<file path="config.mk">
export PLATFORM = sky130hd
export DESIGN_NAME = backlight_scheduler
export DESIGN_NICKNAME = d
export VERILOG_FILES = /design/src/rtl/backlight_scheduler.sv
export SDC_FILE = /design/constraint.sdc
export NUM_CORES = 1
export LEC_CHECK = 0
export CAP_MARGIN = 20
export CORE_ASPECT_RATIO = 0.6
export CORE_UTILIZATION = 55
export DETAILED_ROUTE_END_ITERATION = 7
export GPL_TIMING_DRIVEN = 0
export PLACE_DENSITY = 0.77
export SLEW_MARGIN = 20
export SYNTH_ARGS = -nofsm -noshare
export SYNTH_HDL_FRONTEND = slang
export SYNTH_SLANG_ARGS = --single-unit
</file>
<file path="constraint.sdc">
create_clock -name clk -period 2.8 [get_ports clk]
set_input_delay 0.56 -clock clk [delete_from_list [all_inputs] [get_ports clk]]
set_output_delay 0.56 -clock clk [all_outputs]
set_load 0.02 [all_outputs]
</file>
<file path="src/rtl/backlight_scheduler.sv">
// Watch backlight sequencer: button hold timer, PWM fade-out ramp and
// alarm flash pattern. Alarm requests take priority over the button.
module backlight_scheduler #(
  parameter int unsigned TICKS_PER_SEC = 50000,
  parameter int unsigned ON_SECONDS    = 3,
  parameter int unsigned FADE_TICKS    = 6256
) (
  input  logic       clk,
  input  logic       reset,
  input  logic       btn_backlight,
  input  logic       alarm_active,
  output logic       light,
  output logic [1:0] bl_state,
  output logic [2:0] bl_level
);

  localparam int unsigned HOLD_TICKS = ON_SECONDS * TICKS_PER_SEC;
  localparam int unsigned TMR_W      = (HOLD_TICKS > 1)    ? $clog2(HOLD_TICKS)    : 1;
  localparam int unsigned FADE_W     = (FADE_TICKS > 1)    ? $clog2(FADE_TICKS)    : 1;
  localparam int unsigned FLASH_W    = (TICKS_PER_SEC > 1) ? $clog2(TICKS_PER_SEC) : 1;

  localparam logic [TMR_W-1:0]   HOLD_LOAD  = TMR_W'(HOLD_TICKS - 1);
  localparam logic [FADE_W-1:0]  FADE_LOAD  = FADE_W'(FADE_TICKS - 1);
  localparam logic [FLASH_W-1:0] FLASH_LAST = FLASH_W'(TICKS_PER_SEC - 1);
  localparam logic [FLASH_W-1:0] FLASH_HALF = FLASH_W'(TICKS_PER_SEC / 2);

  localparam logic [1:0] S_OFF   = 2'b00;
  localparam logic [1:0] S_ON    = 2'b01;
  localparam logic [1:0] S_FADE  = 2'b10;
  localparam logic [1:0] S_FLASH = 2'b11;

  logic [1:0]         r_state;
  logic [TMR_W-1:0]   r_tmr;
  logic [FADE_W-1:0]  r_fade;
  logic [FLASH_W-1:0] r_flash;
  logic [2:0]         r_pwm;
  logic [2:0]         r_level;
  logic               r_light;
  logic               r_btn_q;

  logic [1:0]         w_state_nx;
  logic [TMR_W-1:0]   w_tmr_nx;
  logic [FADE_W-1:0]  w_fade_nx;
  logic [FLASH_W-1:0] w_flash_nx;
  logic [2:0]         w_pwm_nx;
  logic [2:0]         w_level_nx;
  logic               w_light_nx;
  logic               w_press;

  assign w_press = btn_backlight & ~r_btn_q;

  // Next-state, counter and output decode; light is derived from next values
  // so every output reflects the inputs sampled at the same edge.
  always_comb begin
    w_state_nx = r_state;
    w_tmr_nx   = r_tmr;
    w_fade_nx  = r_fade;
    w_flash_nx = r_flash;
    w_level_nx = r_level;
    w_pwm_nx   = r_pwm + 3'd1;
    w_light_nx = 1'b0;

    case (r_state)
      S_OFF: begin
        if (alarm_active) begin
          w_state_nx = S_FLASH;
          w_flash_nx = '0;
          w_level_nx = 3'd7;
        end else if (w_press) begin
          w_state_nx = S_ON;
          w_tmr_nx   = HOLD_LOAD;
          w_level_nx = 3'd7;
        end
      end
      S_ON: begin
        if (alarm_active) begin
          w_state_nx = S_FLASH;
          w_flash_nx = '0;
          w_level_nx = 3'd7;
        end else if (w_press) begin
          w_tmr_nx   = HOLD_LOAD;
        end else if (r_tmr == '0) begin
          w_state_nx = S_FADE;
          w_level_nx = 3'd6;
          w_fade_nx  = FADE_LOAD;
        end else begin
          w_tmr_nx   = r_tmr - TMR_W'(1);
        end
      end
      S_FADE: begin
        if (alarm_active) begin
          w_state_nx = S_FLASH;
          w_flash_nx = '0;
          w_level_nx = 3'd7;
        end else if (w_press) begin
          w_state_nx = S_ON;
          w_tmr_nx   = HOLD_LOAD;
          w_level_nx = 3'd7;
        end else if (r_fade == '0) begin
          if (r_level > 3'd1) begin
            w_level_nx = r_level - 3'd1;
            w_fade_nx  = FADE_LOAD;
          end else begin
            w_state_nx = S_OFF;
            w_level_nx = 3'd0;
          end
        end else begin
          w_fade_nx  = r_fade - FADE_W'(1);
        end
      end
      default: begin
        w_level_nx = 3'd7;
        if (!alarm_active) begin
          w_state_nx = S_ON;
          w_tmr_nx   = HOLD_LOAD;
        end else if (r_flash == FLASH_LAST) begin
          w_flash_nx = '0;
        end else begin
          w_flash_nx = r_flash + FLASH_W'(1);
        end
      end
    endcase

    case (w_state_nx)
      S_ON:    w_light_nx = 1'b1;
      S_FADE:  w_light_nx = (w_pwm_nx < w_level_nx);
      S_FLASH: w_light_nx = (w_flash_nx < FLASH_HALF);
      default: w_light_nx = 1'b0;
    endcase
  end

  // State, counters and registered outputs; reset forces the LED off at once.
  always_ff @(posedge clk or posedge reset) begin
    if (reset) begin
      r_state <= S_OFF;
      r_tmr   <= '0;
      r_fade  <= '0;
      r_flash <= '0;
      r_pwm   <= 3'd0;
      r_level <= 3'd0;
      r_light <= 1'b0;
      r_btn_q <= 1'b1;
    end else begin
      r_state <= w_state_nx;
      r_tmr   <= w_tmr_nx;
      r_fade  <= w_fade_nx;
      r_flash <= w_flash_nx;
      r_pwm   <= w_pwm_nx;
      r_level <= w_level_nx;
      r_light <= w_light_nx;
      r_btn_q <= btn_backlight;
    end
  end

  assign light    = r_light;
  assign bl_state = r_state;
  assign bl_level = r_level;

endmodule

</file>
==> out/summary.txt <==
outcome = completed
largest net degree at the start of global routing = 58
Sink Count = 57
Hold Violations, Final = 0
EDFF count, synth = 0
post-DP HPWL = 6030 um
vias in the first global route = 2,983
Worst Setup End Kind = register
initial antenna violation count = 0
Slew headroom = 53.2%
Yosys reg bits = 57
antenna cells = 0
Gate Count Post-Synth = 389
die span in y = 64.2 um
clk_lat worst skew = 0.35 ns
sequential area share after synthesis = 40.3%
first-pass GRT wire length = 14,800 um
Hold EP = r_pwm[2]$_DFF_PP0_
final hold slack = 0.465 ns
Area Overhead vs Synth = 16.5%
CTS tree = built
Max IR drop VDD = 0.359 mV
pin slew with the least headroom to its limit = 0.702 ns
setup_tns = 0 ns
Register-to-Register Path Depth = 11
routed vias = 3,160
Period minus WS final = 2.71 ns
GP Congestion = 0.921
clock tree buffer depth = 2
crit start category = register
worst hold path startpoint = r_pwm[2]$_DFF_PP0_
Avg Vias per Cell = 6.18
Buffers on Ports = 9
io pins = 10
DR WL/cell = 17.5 um
Crit-path slowest cell = or4_4
Area contributors post-synth = dfrtp_1 40%, nand2_1 3.9%, nor2_1 3.9%, ha_1 3.2%, o21ai_0 3.1%
LEAKAGE = 1.84 nW
Synth Warn # = 0
CTS Hold Bufs = 0
row count = 22
mapped cell area = 3540 sq um
Routed Wire Length = 8930 um
hold path cells = 1
Global Route Usage Sum = 28.7%
dominant synthesized flop cell = dfrtp_1
cell taking the most area after synthesis = dfrtp_1
Multi-input gate area = 2000 sq um
flop2flop setup slack = 0.09 ns
GRT overflow = 0
CP Max Fanout = 3
crit share post-route = 96.9%
layout cell share with drive strength beyond 1 = 19.4%
Distinct cells, synth = 72
total CTS buffers = 9
root buffer cell = clkbuf_8
final-stage net count = 435
initial core utilization = 57.5%
critical path, cell by cell = or3_4 -> or4_4 -> nor3_4 -> a21oi_2 -> and2_4 -> o21ai_4 -> nor3_2 -> ha_1 -> a21oi_2 -> a21oi_2 -> a2111oi_2
Layout Utilization = 67.0%
Final Setup Violations = 0
R2R Path Start = r_tmr[12]$_DFFE_PP0P_
Core ar. = 6170 sq um
power per cell area = 410 nW/um^2
placed cell area = 3740 sq um
syn_area_per_cell = 9.11 sq um
max-slew violation count = 0
register area = 1430 sq um
fmax = 0.369 GHz
CTS H-tree lvls = 3
Setup Skew = 0.00873 ns
top cell type's share of synthesized area = 39.5%
r2r endpoint = light$_DFF_PP0_
worst setup path category = reg -> reg
Starting DRT DRC Count = 253
syn nets = 402
HP Class = reg -> reg
DRC errors left = 0
delay of the slowest critical-path stage = 0.47 ns
Data required, critical path = 3.03 ns
1st-pass router iterations = 5
die area = 6780 sq um
Post-DRT Antenna Nets = 0
Worst EP arrival = 2.94 ns
Max-Cap Viols = 0
Clock transition at path regs = 0.06 ns
fillcell total = 479
CP most frequent cell = a21oi_2
cell area after layout = 4130 sq um
ys async rst share = 100%
die width = 106 um
-- what timing repair did --
item,CTS,global route
buffers inserted,7,7
endpoints found under the setup margin,28,1
resized for setup,12,13
pin swaps,4,12
-- per-layer routing --
layer / GRT usage (%) / up-vias / wire length [um]
met2: 37.7 / 155 / 3540
met3: 11.8 / 21 / 885
met5: 0 / - / 0
met4: 8.51 / 0 / 166
met1: 42.3 / 1494 / 4340
li1: - / 1490 / -
-- cells in the final DEF (no fill, tap or decap), types with 4 or more instances in the layout --
cell	n
xor2_1	12
ha_1	9
buf_4	14
nor2_1	36
mux2i_1	4
inv_1	18
o21ai_0	20
o31ai_1	4
or3_1	4
nand2_1	37
nand3_1	11
clkbuf_1	6
a21oi_1	17
and3_1	5
nor3_1	16
clkbuf_8	13
nand4_1	10
clkdlybuf4s50_1	9
nand2b_1	5
dfrtp_1	55
and2_1	7
a31oi_1	15
buf_2	4
-- cell usage after synthesis (3+ instances only) --
cell type and count:
xor2_1 12, a21boi_0 3, buf_6 3, o22ai_1 3, nand2_1 37, nor4b_1 5, nand2b_1 5, and4_1 4
ha_1 9, nand3_1 11, buf_2 4, and2_1 8, nor3_1 17, nor4_1 4, nor2_1 37, inv_1 20
a21oi_1 20, dfrtp_1 56, o21ai_0 22, mux2i_1 4, o31ai_1 4, clkbuf_1 5, a31oi_1 15, or3_1 4
nand4_1 10, and3_1 6, nand4_2 3
-- logic make-up (layout without fill, tap and decap cells) --
group,Yosys count,in the layout,synth area share (%)
flops,57,57,40.3
xor+xnor,14,14,3.46
fa+ha+maj,9,9,3.18
compound gates,93,93,17.4
buf+inv,36,74,6.28
simple gates,175,175,27.9
mux,5,5,1.45
-- critical path: cells and delay by family (launching register included) --
family                     cells  cell delay [ns]
adders and majority gates      1             0.32
and+or+nand+nor                5             1.31
AOI/OAI and AO/OA              5             0.58
DFF                            1             0.38
-- cell type report --
type                       count  area share [%]
clock inverter                 3           0.364
clock buffer                  13            3.85
timing repair buffer          23            4.73
sequential                    57            34.6
multi-input combinational    296            48.5
inverter                      20            1.88
tap                           84            2.55
buffer                        15            3.48
-- worst max path at each step --
stage,start,to,slack (ns)
finish,r_tmr[12]$_DFFE_PP0P_,light$_DFF_PP0_,0.09
global route,r_tmr[12]$_DFFE_PP0P_,light$_DFF_PP0_,-0.004
CTS,r_tmr[11]$_DFFE_PP0P_,light$_DFF_PP0_,-0.05
detailed placement,r_tmr[0]$_DFFE_PP0P_,light$_DFF_PP0_,-0.59
global placement,r_tmr[0]$_DFFE_PP0P_,light$_DFF_PP0_,-0.53
floorplan,r_tmr[0]$_DFFE_PP0P_,light$_DFF_PP0_,0.0006
-- through the flow --
stage               std cells  total power [W]  worst slack [ns]
floorplan                 389         0.000963          0.000552
global placement          482          0.00100            -0.528
detailed placement        482          0.00101            -0.588
CTS                       505          0.00170           -0.0455
global route              511          0.00178          -0.00396
finish                    511          0.00169            0.0872
-- power by group --
group	switching (W)	leakage (nW)	total, W	internal, W
clock network	0.000324	0.0932	0.000689	0.000365
registers	0.0000189	0.704	0.000857	0.000838
logic	0.0000916	1.04	0.000146	0.0000545
total	0.000434	1.84	0.00169	0.00126
-- state kept, by name, summed over array words and instances, names as in the netlist --
name and count:
r_flash 16, r_fade 13, bl_state 2, bl_level 3, r_btn_q 1, r_tmr 18, r_pwm 3, light 1
Power figures use the tool's default switching activity.
